### config.mk
export PLATFORM = sky130hd
export DESIGN_NAME = imem_boot_loader
export DESIGN_NICKNAME = d
export VERILOG_FILES = /design/src/rtl/imem_boot_loader.sv
export SDC_FILE = /design/constraint.sdc
export NUM_CORES = 1
export LEC_CHECK = 0
export CAP_MARGIN = 20
export CELL_PAD_IN_SITES_DETAIL_PLACEMENT = 0
export CELL_PAD_IN_SITES_GLOBAL_PLACEMENT = 2
export CORE_ASPECT_RATIO = 1.1
export CORE_MARGIN = 1
export CORE_UTILIZATION = 40
export DETAILED_ROUTE_END_ITERATION = 6
export PLACE_DENSITY_LB_ADDON = 0.25
export SYNTH_ARGS = -nofsm -noshare
export SYNTH_HDL_FRONTEND = slang
export SYNTH_SLANG_ARGS = --single-unit
### constraint.sdc
create_clock -name clk -period 3.45 [get_ports clk]
set_input_delay 0.5175 -clock clk [delete_from_list [all_inputs] [get_ports clk]]
set_output_delay 0.5175 -clock clk [all_outputs]
set_load 0.005 [all_outputs]
### src/rtl/imem_boot_loader.sv
// Boot loader: parses a framed byte stream (sync, 16-bit word count, LE payload, XOR checksum)
// into IMEM writes, then releases core_en on a clean load. One write cycle per assembled word.
module imem_boot_loader #(
  parameter int         I_WIDTH   = 32,
  parameter int         IMEM_SZ   = 2**15,
  parameter int         ADDR_W    = $clog2(IMEM_SZ),
  parameter logic [7:0] SYNC_BYTE = 8'hA5
) (
  input  logic               clk,
  input  logic               rst_n,
  input  logic               start,
  input  logic               rx_valid,
  input  logic [7:0]         rx_data,
  output logic               rx_ready,
  output logic               imem_we,
  output logic [ADDR_W-1:0]  imem_addr,
  output logic [I_WIDTH-1:0] imem_wdata,
  output logic               core_en,
  output logic               boot_done,
  output logic               boot_err,
  output logic [15:0]        words_loaded
);

  typedef enum logic [3:0] {
    S_IDLE, S_SYNC, S_CNT0, S_CNT1, S_DATA, S_WR, S_CHK, S_DONE, S_ERR
  } state_t;

  localparam logic [16:0] MAX_WORDS = 17'(IMEM_SZ);

  state_t      state, state_nxt;
  logic [7:0]  n_lo;
  logic [15:0] n_words;
  logic [15:0] n_rx;
  logic [1:0]  byte_idx;
  logic [15:0] word_idx;
  logic [7:0]  csum;
  logic [23:0] word_buf;
  logic        accept;
  logic        restart;

  assign rx_ready = (state == S_SYNC) || (state == S_CNT0) || (state == S_CNT1) ||
                    (state == S_DATA) || (state == S_CHK);
  assign accept    = rx_valid && rx_ready;
  assign restart   = start && ((state == S_IDLE) || (state == S_DONE) || (state == S_ERR));
  assign n_rx      = {rx_data, n_lo};
  assign imem_we   = (state == S_WR);
  assign core_en   = (state == S_DONE);
  assign boot_done = (state == S_DONE);
  assign boot_err  = (state == S_ERR);

  always_ff @(posedge clk or negedge rst_n) begin
    if (!rst_n) state <= S_IDLE;
    else        state <= state_nxt;
  end

  always_comb begin
    state_nxt = state;
    case (state)
      S_IDLE:  if (start) state_nxt = S_SYNC;
      S_SYNC:  if (accept && rx_data == SYNC_BYTE) state_nxt = S_CNT0;
      S_CNT0:  if (accept) state_nxt = S_CNT1;
      S_CNT1: begin
        if (accept) begin
          if ({1'b0, n_rx} > MAX_WORDS) state_nxt = S_ERR;
          else if (n_rx == 16'd0)       state_nxt = S_CHK;
          else                          state_nxt = S_DATA;
        end
      end
      S_DATA:  if (accept && byte_idx == 2'd3) state_nxt = S_WR;
      // word_idx still holds the pre-increment value here
      S_WR:    state_nxt = (word_idx + 16'd1 == n_words) ? S_CHK : S_DATA;
      S_CHK:   if (accept) state_nxt = (rx_data == csum) ? S_DONE : S_ERR;
      S_DONE:  if (start) state_nxt = S_SYNC;
      S_ERR:   if (start) state_nxt = S_SYNC;
      default: state_nxt = S_IDLE;
    endcase
  end

  always_ff @(posedge clk or negedge rst_n) begin
    if (!rst_n) begin
      n_lo         <= '0;
      n_words      <= '0;
      byte_idx     <= '0;
      word_idx     <= '0;
      csum         <= '0;
      word_buf     <= '0;
      imem_addr    <= '0;
      imem_wdata   <= '0;
      words_loaded <= '0;
    end else begin
      if (restart) words_loaded <= '0;
      case (state)
        S_CNT0: if (accept) n_lo <= rx_data;
        S_CNT1: begin
          if (accept) begin
            n_words      <= n_rx;
            byte_idx     <= '0;
            word_idx     <= '0;
            csum         <= '0;
            words_loaded <= '0;
          end
        end
        S_DATA: begin
          if (accept) begin
            csum     <= csum ^ rx_data;
            byte_idx <= byte_idx + 2'd1;
            case (byte_idx)
              2'd0: word_buf[7:0]   <= rx_data;
              2'd1: word_buf[15:8]  <= rx_data;
              2'd2: word_buf[23:16] <= rx_data;
              default: begin
                // Latch the write port only when a word completes so it holds between writes
                imem_addr  <= word_idx[ADDR_W-1:0];
                imem_wdata <= {rx_data, word_buf};
              end
            endcase
          end
        end
        S_WR: begin
          word_idx     <= word_idx + 16'd1;
          words_loaded <= words_loaded + 16'd1;
        end
        default: ;
      endcase
    end
  end

endmodule

==> impl_metrics.toml <==
[critical_path]
cp_slowest_cell = "sky130_fd_sc_hd__dfrtp_1"
crit_path_start = "state[2]$_DFFE_PN0P_"
timing.rr.start = "state[2]$_DFFE_PN0P_"
worstSetupStartpointType = "flop"
cp_slowest_stage_delay_ps = 690
path_cells = "nor2b_1 -> nand3_1 -> inv_2 -> clkdlybuf4s50_1"
timing.setup.critical_path_class = "flop to output pin"
crit_path_capture_type = "output pin"
worst_ep_required_time_ps = 2930
cp_max_fo = 18
crit_arrival_ps = 2460

[run_status]
failed_checks = "DRC"
run_status = "finished with violations"

[sta]
totalNegativeSetupSlack_ps = 0
grt_setup_unrepaired = "false"
timing_worst_slew_pin_value_ps = 714
skew_ps = 8.44
tightest_slew_margin_relative_to_the_limit_pct = 52.4
post-route-period-util_pct = 86.3
min_period_ps = 2980
final-max-slew-violation-count = 0
hold_viol_final = 0
max_freq_ghz = 0.336
setup_viol = 0

[drt]
drt_iter0_markers = 279
route.detailed.drc = 8
final_antenna_net_count = 0
route.final.wire_length_um = 15500
detail_route.vias_per_cell = 5.39
avgRoutedWirePerCell_um = 17.2
via_count = 4854
drtPass1Iterations = 7

[cts]
cts_repair_resize_count = 0
post-cts-setup-buffer-count = 0
cts.reportedPaths.clkPinSlew_ps = 60
clock-root-buffer = "sky130_fd_sc_hd__clkbuf_16"
cts_inserted_buffers = 17
cts_num_sinks = 141
hold_fix_buffer_count_after_cts = 0
clk_path_buf_depth = 2
h-tree-depth = 4
cts_tree = "done"
clock_insertion_delay_worst_skew_ps = 420

[placed_design]
dpl_cell_area_mm2 = 0.00771
hpwl_after_detailed_placement_um = 10600
gp_routability_congestion = 0.813
port_buffers = 79

[cells_and_area]
antenna_cells = 0
layout.nets = 702
drive_gt1_share_pct = 14.6
finish.instance_area_mm2 = 0.00827
flow.area_growth_from_synthesis_pct = 23.2

[floorplan]
i_o_pin_count = 80
start_util_pct = 41.0
fp.coreArea_mm2 = 0.0164
fp.dieH_um = 138
die_w_um = 126
area_of_the_die_mm2 = 0.0173
core.rowCount = 49

[yosys]
ys_dominant_reg_cell = "sky130_fd_sc_hd__dfrtp_1"
yosys_register_bits = 141
syn-mean-instance-area_um2 = 10.9
number_of_library_cell_types_mapped_by_synthesis = 57
synth_warnings = 0
synth_area_mm2 = 0.00671
seq_area_frac_synth_pct = 52.6
synthCells = 613
synthArstFlopShare_pct = 100
postSynthNetCount = 631
synth_edf_count = 0

[global_routing]
initial_antenna_violation_count = 0
overflow = 0
grt_pass1_vias = 4671
track_usage_pct = 19.2
grt_pass1_wl_um = 25300
grt_max_degree = 75

[power]
pwr_density_cell_mw_per_mm2 = 837
cellLeakagePower_nw = 3.59
max-vdd-ir-drop_v = 0.000468

[job]
cap_viol_max_count = 0

[hold_path]
hold_path_class = "primary input to asynchronous set/reset pin"
report_power, final:
part           internal (mW)  switching [mW]  total (mW)
registers               2.23           0.504        2.74
clock network           1.00           0.746        1.75
logic                   1.28            1.16        2.43
total                   4.51            2.41        6.92
worst max-delay path, delay by kind of cell, from the launching register on:
kind / cells / cell delay, ps
DFF: 1 / 690
buffers and inverters: 2 / 810
and+or+nand+nor: 2 / 530
path summary, 6_finish.rpt:
| path | to | slack, ps | cells after the start |
|---|---|---|---|
| setup / recovery | imem_we | 470 | 4 |
| hold / removal | word_idx[13]$_DFFE_PN0P_ | 120 | 1 |
| setup reg to reg | state[1]$_DFFE_PN0P_ | 1030 | 7 |
| hold reg to reg | imem_wdata[11]$_DFFE_PN0P_ | 480 | 1 |
| max in group asynchronous | word_buf[16]$_DFFE_PN0P_ | 2410 | 2 |
| min in group clk | imem_wdata[11]$_DFFE_PN0P_ | 480 | 1 |
routing by layer:
| metal | vias up | GRT usage, % | wire (um) |
|---|---|---|---|
| met5 | - | 0 | 0 |
| met4 | 0 | 7.38 | 241 |
| met3 | 18 | 3.97 | 489 |
| met2 | 97 | 31.5 | 7530 |
| met1 | 2408 | 25.1 | 7260 |
| li1 | 2331 | - | - |
registers in the layout, indices dropped and copies added, names as in the netlist:
name,count
words_loaded,16
csum,8
imem_addr,15
n_lo,8
word_idx,16
byte_idx,2
word_buf,24
state,4
imem_wdata,32
n_words,16
Yosys cell counts, drive strengths merged, types with 3 or more instances:
library cell    n  share of area, %
o22ai           3              0.28
nand4           9              0.93
nor3           10              0.82
and3            7              0.65
a31oi           7              0.65
clkbuf         27               1.5
a22o            5              0.65
inv            10              0.56
xnor2          23               3.0
mux2           95                16
and2            7              0.65
nand2          48               2.7
nor2           37               2.1
xor2            5              0.65
o21ai          70               5.2
nor2b           4              0.37
o31ai           5              0.63
dfrtp         141                53
nand3          22               1.8
buf            15               1.2
nor4            4              0.47
a21oi          22               1.8
ha              6               1.1
placed cells by master, fill, tap and decap left out, types with 3 or more instances in the layout:
| cell | netlist | layout |
|---|---|---|
| sky130_fd_sc_hd__dfrtp_1 | 141 | 141 |
| sky130_fd_sc_hd__clkdlybuf4s50_1 | 0 | 78 |
| sky130_fd_sc_hd__mux2_1 | 51 | 51 |
| sky130_fd_sc_hd__nand2_1 | 48 | 47 |
| sky130_fd_sc_hd__mux2_2 | 44 | 44 |
| sky130_fd_sc_hd__o21ai_0 | 40 | 40 |
| sky130_fd_sc_hd__nor2_1 | 37 | 37 |
| sky130_fd_sc_hd__o21ai_1 | 30 | 30 |
| sky130_fd_sc_hd__xnor2_1 | 23 | 23 |
| sky130_fd_sc_hd__a21oi_1 | 21 | 21 |
| sky130_fd_sc_hd__nand3_1 | 20 | 20 |
| sky130_fd_sc_hd__clkbuf_16 | 0 | 17 |
| sky130_fd_sc_hd__buf_4 | 2 | 14 |
| sky130_fd_sc_hd__nor3_1 | 9 | 9 |
| sky130_fd_sc_hd__inv_1 | 8 | 8 |
| sky130_fd_sc_hd__nand4_1 | 8 | 8 |
| sky130_fd_sc_hd__and2_1 | 7 | 7 |
| sky130_fd_sc_hd__and3_1 | 7 | 7 |
| sky130_fd_sc_hd__a31oi_1 | 7 | 7 |
| sky130_fd_sc_hd__inv_6 | 0 | 7 |
| sky130_fd_sc_hd__ha_1 | 6 | 6 |
| sky130_fd_sc_hd__a22o_1 | 5 | 5 |
| sky130_fd_sc_hd__xor2_1 | 5 | 5 |
| sky130_fd_sc_hd__nor2b_1 | 4 | 4 |
| sky130_fd_sc_hd__o31ai_1 | 4 | 4 |
| sky130_fd_sc_hd__clkinvlp_4 | 0 | 4 |
| sky130_fd_sc_hd__o22ai_1 | 3 | 3 |
| sky130_fd_sc_hd__nor4_1 | 3 | 3 |
logic make-up (layout without fill, tap and decap cells):
family	Yosys count	in the layout	share of synthesized area [%]
flip-flops	141	141	52.6
AND/OR/NAND/NOR	162	162	12.1
AO/OA/AOI/OAI	128	128	11.2
adder cells (fa/ha/maj)	6	6	1.12
XOR/XNOR	28	28	3.65
buffers and inverters	52	136	3.24
multiplexers	96	96	16.1
layout make-up:
class                      instances  area (um2)
clock inverter                    14         131
inverter                          10        37.5
timing repair buffer              94         917
tap                              204         255
fill                            1546        8100
sequential                       141        3530
multi-input combinational        420        2970
clock buffer                      18         429
per-stage QoR:
stage / util (%) / hold slack (ps) / setup slack (ps) / power [mW] / cells
finish: 50.5 / 118 / 472 / 6.92 / 901
global route: 50.5 / 176 / 321 / 7.39 / 901
CTS: 50.5 / 152 / 452 / 7.00 / 901
detailed placement: 47.1 / 467 / 857 / 5.21 / 869
global placement: 47.1 / 461 / 880 / 5.15 / 869
floorplan: - / 222 / 1330 / 4.25 / 613
Power figures use the tool's default switching activity.
==> patch 1 (config.mk and constraints unchanged) <==
Register the output `boot_err`, without a reset; this adds one clock of latency there. The other outputs are not delayed to match.
--- a/src/rtl/imem_boot_loader.sv
+++ b/src/rtl/imem_boot_loader.sv
@@ -48,3 +48,5 @@
   assign boot_done = (state == S_DONE);
-  assign boot_err  = (state == S_ERR);
+  always_ff @(posedge clk) begin
+    boot_err <= (state == S_ERR);
+  end
 
Behaviour: not the same (a bounded check fails within 10 cycles, from zero or initial values and one cycle with rst_n low).
==> patch 1 against the unedited design <==
  * The run still ends with design-rule violations left
  * Area after synthesis fell by 0.17%
  * Critical endpoint unchanged
  * Hold slack gained 27 ps
  * Cell area is 0.51% higher
  * Power is 17% lower
  * Non-clock buffer count is the same
  * Sequential cell count is 1 higher
  * Core utilization up 0.26 points
  * Combinational power fell by 42%
  * Wire length up 4.0%
  * Via count is 2.3% higher
  * Setup slack gained 140 ps
==> patch 1: results (changes against the unedited design) <==
Worst setup path
  • Largest fanout on the critical path: 17 (was 18)
  • Worst Reg-to-Reg Cells: 6 (was 7)
  • Kind of cell adding the most delay to the critical path: flip-flops (was buffers and inverters)
  • Delay contributed by the slowest stage of the critical path: 650 ps (was 690 ps)
  • Data arrival at the endpoint of the critical path: 2320 ps (was 2460 ps)

Place
  • Placer congestion estimate: 0.797 (was 0.813)
  • Placed wire-length estimate: 10700 µm (was 10600 µm)
  • DP Area: 7700 µm² (was 7710 µm²)

Layout
  • Proportion of layout cells with a drive suffix above 1: 21.4% (was 14.6%)
  • # nets final: 700 (was 702)

Synthesis
  • Async set or reset register ratio after synthesis: 99.3% (was 100%)
  • Synthesized-area fraction occupied by adder cells: 1.12% (about the same)
  • Post-synthesis net count: 626 (was 631)
  • Synthesized-area fraction occupied by ao, oa, aoi and oai cells: 11.5% (was 11.2%)
  • Seq/Total Area, Yosys: 53.0% (was 52.6%)
  • Xor and xnor area share after synthesis: 3.40% (was 3.65%)

Detailed routing
  • DR iter-0 viols: 338 (was 279)
  • Drt drc: 4 (was 8)
  • Total vias in the final route: 4967 (was 4854)

Run status
  • Run status: complete, but fails checks (unchanged)
  • Violations in the final reports: design-rule violations (unchanged)

GRT
  • Total Routing Usage GR: 19.6% (was 19.2%)
  • Maximum number of pins on one net before global-route repair: 77 (was 75)
  • Global-route wire length before repair: 25900 µm (was 25300 µm)

Timing
  • Tcrit/Tclk final: 82.2% (was 86.3%)
  • Setup skew after layout: 12.6 ps (was 8.44 ps)

Power and ir drop
  • Max VDD drop: 0.351 mV (was 0.468 mV)
  • Leakage power total: 3.65 nW (was 3.59 nW)
-- patch 1: final timing paths --
kind                                    from               end  slack, ps
worst max-delay path                state[2]           imem_we        610
worst min-delay path                   rst_n  words_loaded[12]        150
worst max register to register   word_idx[3]          state[1]        870
worst min register to register  imem_addr[5]      imem_addr[5]        480
max in group asynchronous              rst_n     imem_wdata[4]       2340
min in group clk                imem_addr[5]      imem_addr[5]        480
-- patch 1: power by group --
group | leakage [nW] | internal, mW | switching, mW | total [mW]
combinational | 1.45 | 0.719 | 0.697 | 1.42
clock | 0.288 | 1.14 | 0.714 | 1.85
sequential | 1.91 | 2.02 | 0.462 | 2.48
total | 3.65 | 3.88 | 1.87 | 5.75
-- patch 1: final cells by class --
| type | count | area, µm² |
|---|---|---|
| clock buffers | 19 | 433 |
| multi-input cells | 417 | 2940 |
| flip-flops and latches | 142 | 3550 |
| fillers | 1439 | 8060 |
| clock inverters | 13 | 164 |
| inverters | 10 | 37.5 |
| repair buffers | 94 | 930 |
| well taps | 204 | 255 |
-- patch 1: kinds of logic (layout without fill, tap and decap cells) --
| logic type | after synthesis | count (layout) |
|---|---|---|
| AO/OA/AOI/OAI | 127 | 127 |
| AND/OR/NAND/NOR | 161 | 161 |
| adder cells (fa/ha/maj) | 6 | 6 |
| multiplexers | 97 | 97 |
| buffers and inverters | 49 | 136 |
| flip-flops | 142 | 142 |
| XOR/XNOR | 26 | 26 |
-- patch 1: metal layers --
| layer | share of wire, % | track usage [%] | vias up | wire (µm) |
|---|---|---|---|---|
| met2 | 48 | 32.0 | 137 | 7740 |
| met4 | 1.7 | 8.47 | 0 | 279 |
| met3 | 4.2 | 4.23 | 19 | 680 |
| met5 | 0 | 0 | - | 0 |
| li1 | - | - | 2335 | - |
| met1 | 46 | 25.3 | 2476 | 7440 |
-- patch 1: metrics by stage --
stage / instances / total power, mW / hold WS, ps / utilization [%]
after detailed placement: 866 / 3.91 / 471 / 47.1
after CTS: 898 / 5.79 / 164 / 50.7
after floorplan: 608 / 3.42 / 222 / -
final: 899 / 5.75 / 145 / 50.8
after global routing: 899 / 6.11 / 205 / 50.8
after global placement: 866 / 3.86 / 467 / 47.1
==> patch 2 (same flow settings) <==
Without the edit above. Encoding of `state_t`: now one-hot (9 bits for 9 states).
--- a/src/rtl/imem_boot_loader.sv
+++ b/src/rtl/imem_boot_loader.sv
@@ -23,4 +23,4 @@
 
-  typedef enum logic [3:0] {
-    S_IDLE, S_SYNC, S_CNT0, S_CNT1, S_DATA, S_WR, S_CHK, S_DONE, S_ERR
+  typedef enum logic [8:0] {
+    S_IDLE = 9'b000000001, S_SYNC = 9'b000000010, S_CNT0 = 9'b000000100, S_CNT1 = 9'b000001000, S_DATA = 9'b000010000, S_WR = 9'b000100000, S_CHK = 9'b001000000, S_DONE = 9'b010000000, S_ERR = 9'b100000000
   } state_t;
Function: no difference found for any inputs over 10 cycles, from zero or initial values and one cycle with rst_n low; not proved beyond that.
==> patch 2 against the unedited design <==
  * Sequential cell count grew 5
  * Critical path depth grew 1
  * Cell count grew 2.7%
  * Wire length grew 0.25%
  * Count of clock-buffer cells in the layout is the same
  * Cell area grew 3.3%
  * Fmax shrank 1.1%
  * Area after synthesis grew 3.0%
  * Setup slack lost 33 ps
  * Critical endpoint is now rx_ready
  * Largest cell class unchanged
Power is not compared: it rests on default switching activity, and its combinational part moved more than twofold at a synthesized area within 25%.
==> patch 2: results (changes against the unedited design) <==
Synthesis
  • Seq/Total Area, Yosys: 52.9% (was 52.6%)
  • Most frequent cells after synthesis: sky130_fd_sc_hd__dfrtp_1, sky130_fd_sc_hd__mux2_2, sky130_fd_sc_hd__o21ai_0, sky130_fd_sc_hd__nand2_1, sky130_fd_sc_hd__nor2_1 (was sky130_fd_sc_hd__dfrtp_1, sky130_fd_sc_hd__mux2_1, sky130_fd_sc_hd__nand2_1, sky130_fd_sc_hd__mux2_2, sky130_fd_sc_hd__o21ai_0)
  • Yosys cell types: 61 (was 57)
  • Ranking of synthesized cells by area: sky130_fd_sc_hd__dfrtp_1, sky130_fd_sc_hd__mux2_2, sky130_fd_sc_hd__o21ai_0 (was sky130_fd_sc_hd__dfrtp_1, sky130_fd_sc_hd__mux2_1, sky130_fd_sc_hd__mux2_2)
  • Post-synthesis net count: 618 (was 631)
  • Count of mapped cells out of synthesis: 600 (was 613)
  • Async set or reset register ratio after synthesis: 100% (unchanged)
  • Yosys synthesis warning count: 0 (unchanged)

Worst setup path
  • Data arrival at the endpoint of the critical path: 2490 ps (was 2460 ps)
  • Delay contributed by the slowest stage of the critical path: 490 ps (was 690 ps)
  • Largest fanout on the critical path: 6 (was 18)
  • Crit-path slowest cell: sky130_fd_sc_hd__clkdlybuf4s50_1 (was sky130_fd_sc_hd__dfrtp_1)

CTS
  • Post-CTS Setup Repair Bufs: 0 (unchanged)
  • CTS Buf Count: 17 (unchanged)
  • Worst-Skew Late Latency: 420 ps (about the same)
  • Max Buffers Root-to-Sink: 2 (unchanged)
  • Number of H-tree levels: 4 (unchanged)

Power and ir drop
  • Max VDD drop: between 0.3 and 0.4 mV

Hold path
  • Worst hold-check path type: primary input to async pin (unchanged)

Timing
  • Setup skew after layout: 9.73 ps (was 8.44 ps)
  • Worst slew margin relative to its limit: 47.4% (was 52.4%)

Place
  • Total of buffers placed on input and output ports: 79 (unchanged)
  • Placement Setup Slack: 724 ps (was 857 ps)
  • Placer congestion estimate: 0.807 (was 0.813)
  • Placed wire-length estimate: 10600 µm (about the same)
  • # placed instances: 893 (was 869)
  • DP Area: 7960 µm² (was 7710 µm²)

Detailed routing
  • DR iter-0 viols: 202 (was 279)
  • Drt wl/cell: 16.8 µm (was 17.2 µm)
  • Total vias in the final route: 4848 (was 4854)
  • Post-detailed-route via-to-cell ratio: 5.24 (was 5.39)
  • Number of iterations in the first detailed-routing pass: 4 (was 7)

GRT
  • Global-route wire length before repair: 26500 µm (was 25300 µm)
  • Maximum number of pins on one net before global-route repair: 70 (was 75)
  • Via count of the first global-routing pass: 4970 (was 4671)
  • Total Routing Usage GR: 19.2% (about the same)

Layout
  • Largest registers ranked by flip-flop count: imem_wdata (32), word_buf (24) (unchanged)
  • Proportion of layout cells with a drive suffix above 1: 23.7% (was 14.6%)
  • # nets final: 696 (was 702)
  • Antenna Cells: 0 (unchanged)

Run status
  • Run status: finished, final reports clean (was complete, but fails checks)
[patch 2: where the power goes]
part / internal, mW / switching (mW) / leakage (nW)
combinational: 0.320 / 0.358 / 1.63
clock: 1.07 / 0.736 / 0.275
sequential: 1.85 / 0.179 / 1.96
total: 3.25 / 1.27 / 3.86
[patch 2: layout make-up]
| cell class | count | area (µm²) |
|---|---|---|
| fill | 1517 | 8410 |
| sequential | 146 | 3650 |
| multi-input combinational | 412 | 3050 |
| timing repair buffer | 94 | 930 |
| clock buffer | 18 | 429 |
| tap | 234 | 293 |
| clock inverter | 14 | 155 |
| inverter | 7 | 26.3 |
[patch 2: worst max-delay path, delay by kind of cell (launching register included)]
kind | cells | cell delay [ps]
AND/OR/NAND/NOR | 3 | 1020
buffers and inverters | 1 | 490
flip-flops | 1 | 480
AO/OA/AOI/OAI | 1 | 90
[patch 2: path summary, 6_finish.rpt]
kind	slack [ps]	depth (start not counted)	endpoint	from
hold reg to reg	480	2	imem_addr[5]	imem_addr[5]
hold / removal	120	1	imem_addr[2]	rst_n
min in group clk	480	2	imem_addr[5]	imem_addr[5]
setup reg to reg	820	8	state[4]	word_idx[0]
max in group asynchronous	2550	2	word_buf[21]	rst_n
setup / recovery	440	5	rx_ready	state[6]
[patch 2: metal layers]
layer  wire [µm]  track usage [%]  up-vias  share of wire [%]
met1        7200             24.7     2438                 46
met3         417             4.58        7                2.7
met5           0                0        -                  0
met2        7800             32.1       83                 50
li1            -                -     2320                  -
met4         147             5.83        0               0.94
[patch 2: kinds of logic after synthesis]
| family | synth area share [%] |
|---|---|
| buffers and inverters | 2.97 |
| adders and majority gates | 1.09 |
| AOI/OAI and AO/OA | 9.48 |
| xor gates and xnor gates | 4.18 |
| muxes | 15.6 |
| DFF | 52.9 |
| and+or+nand+nor | 13.8 |
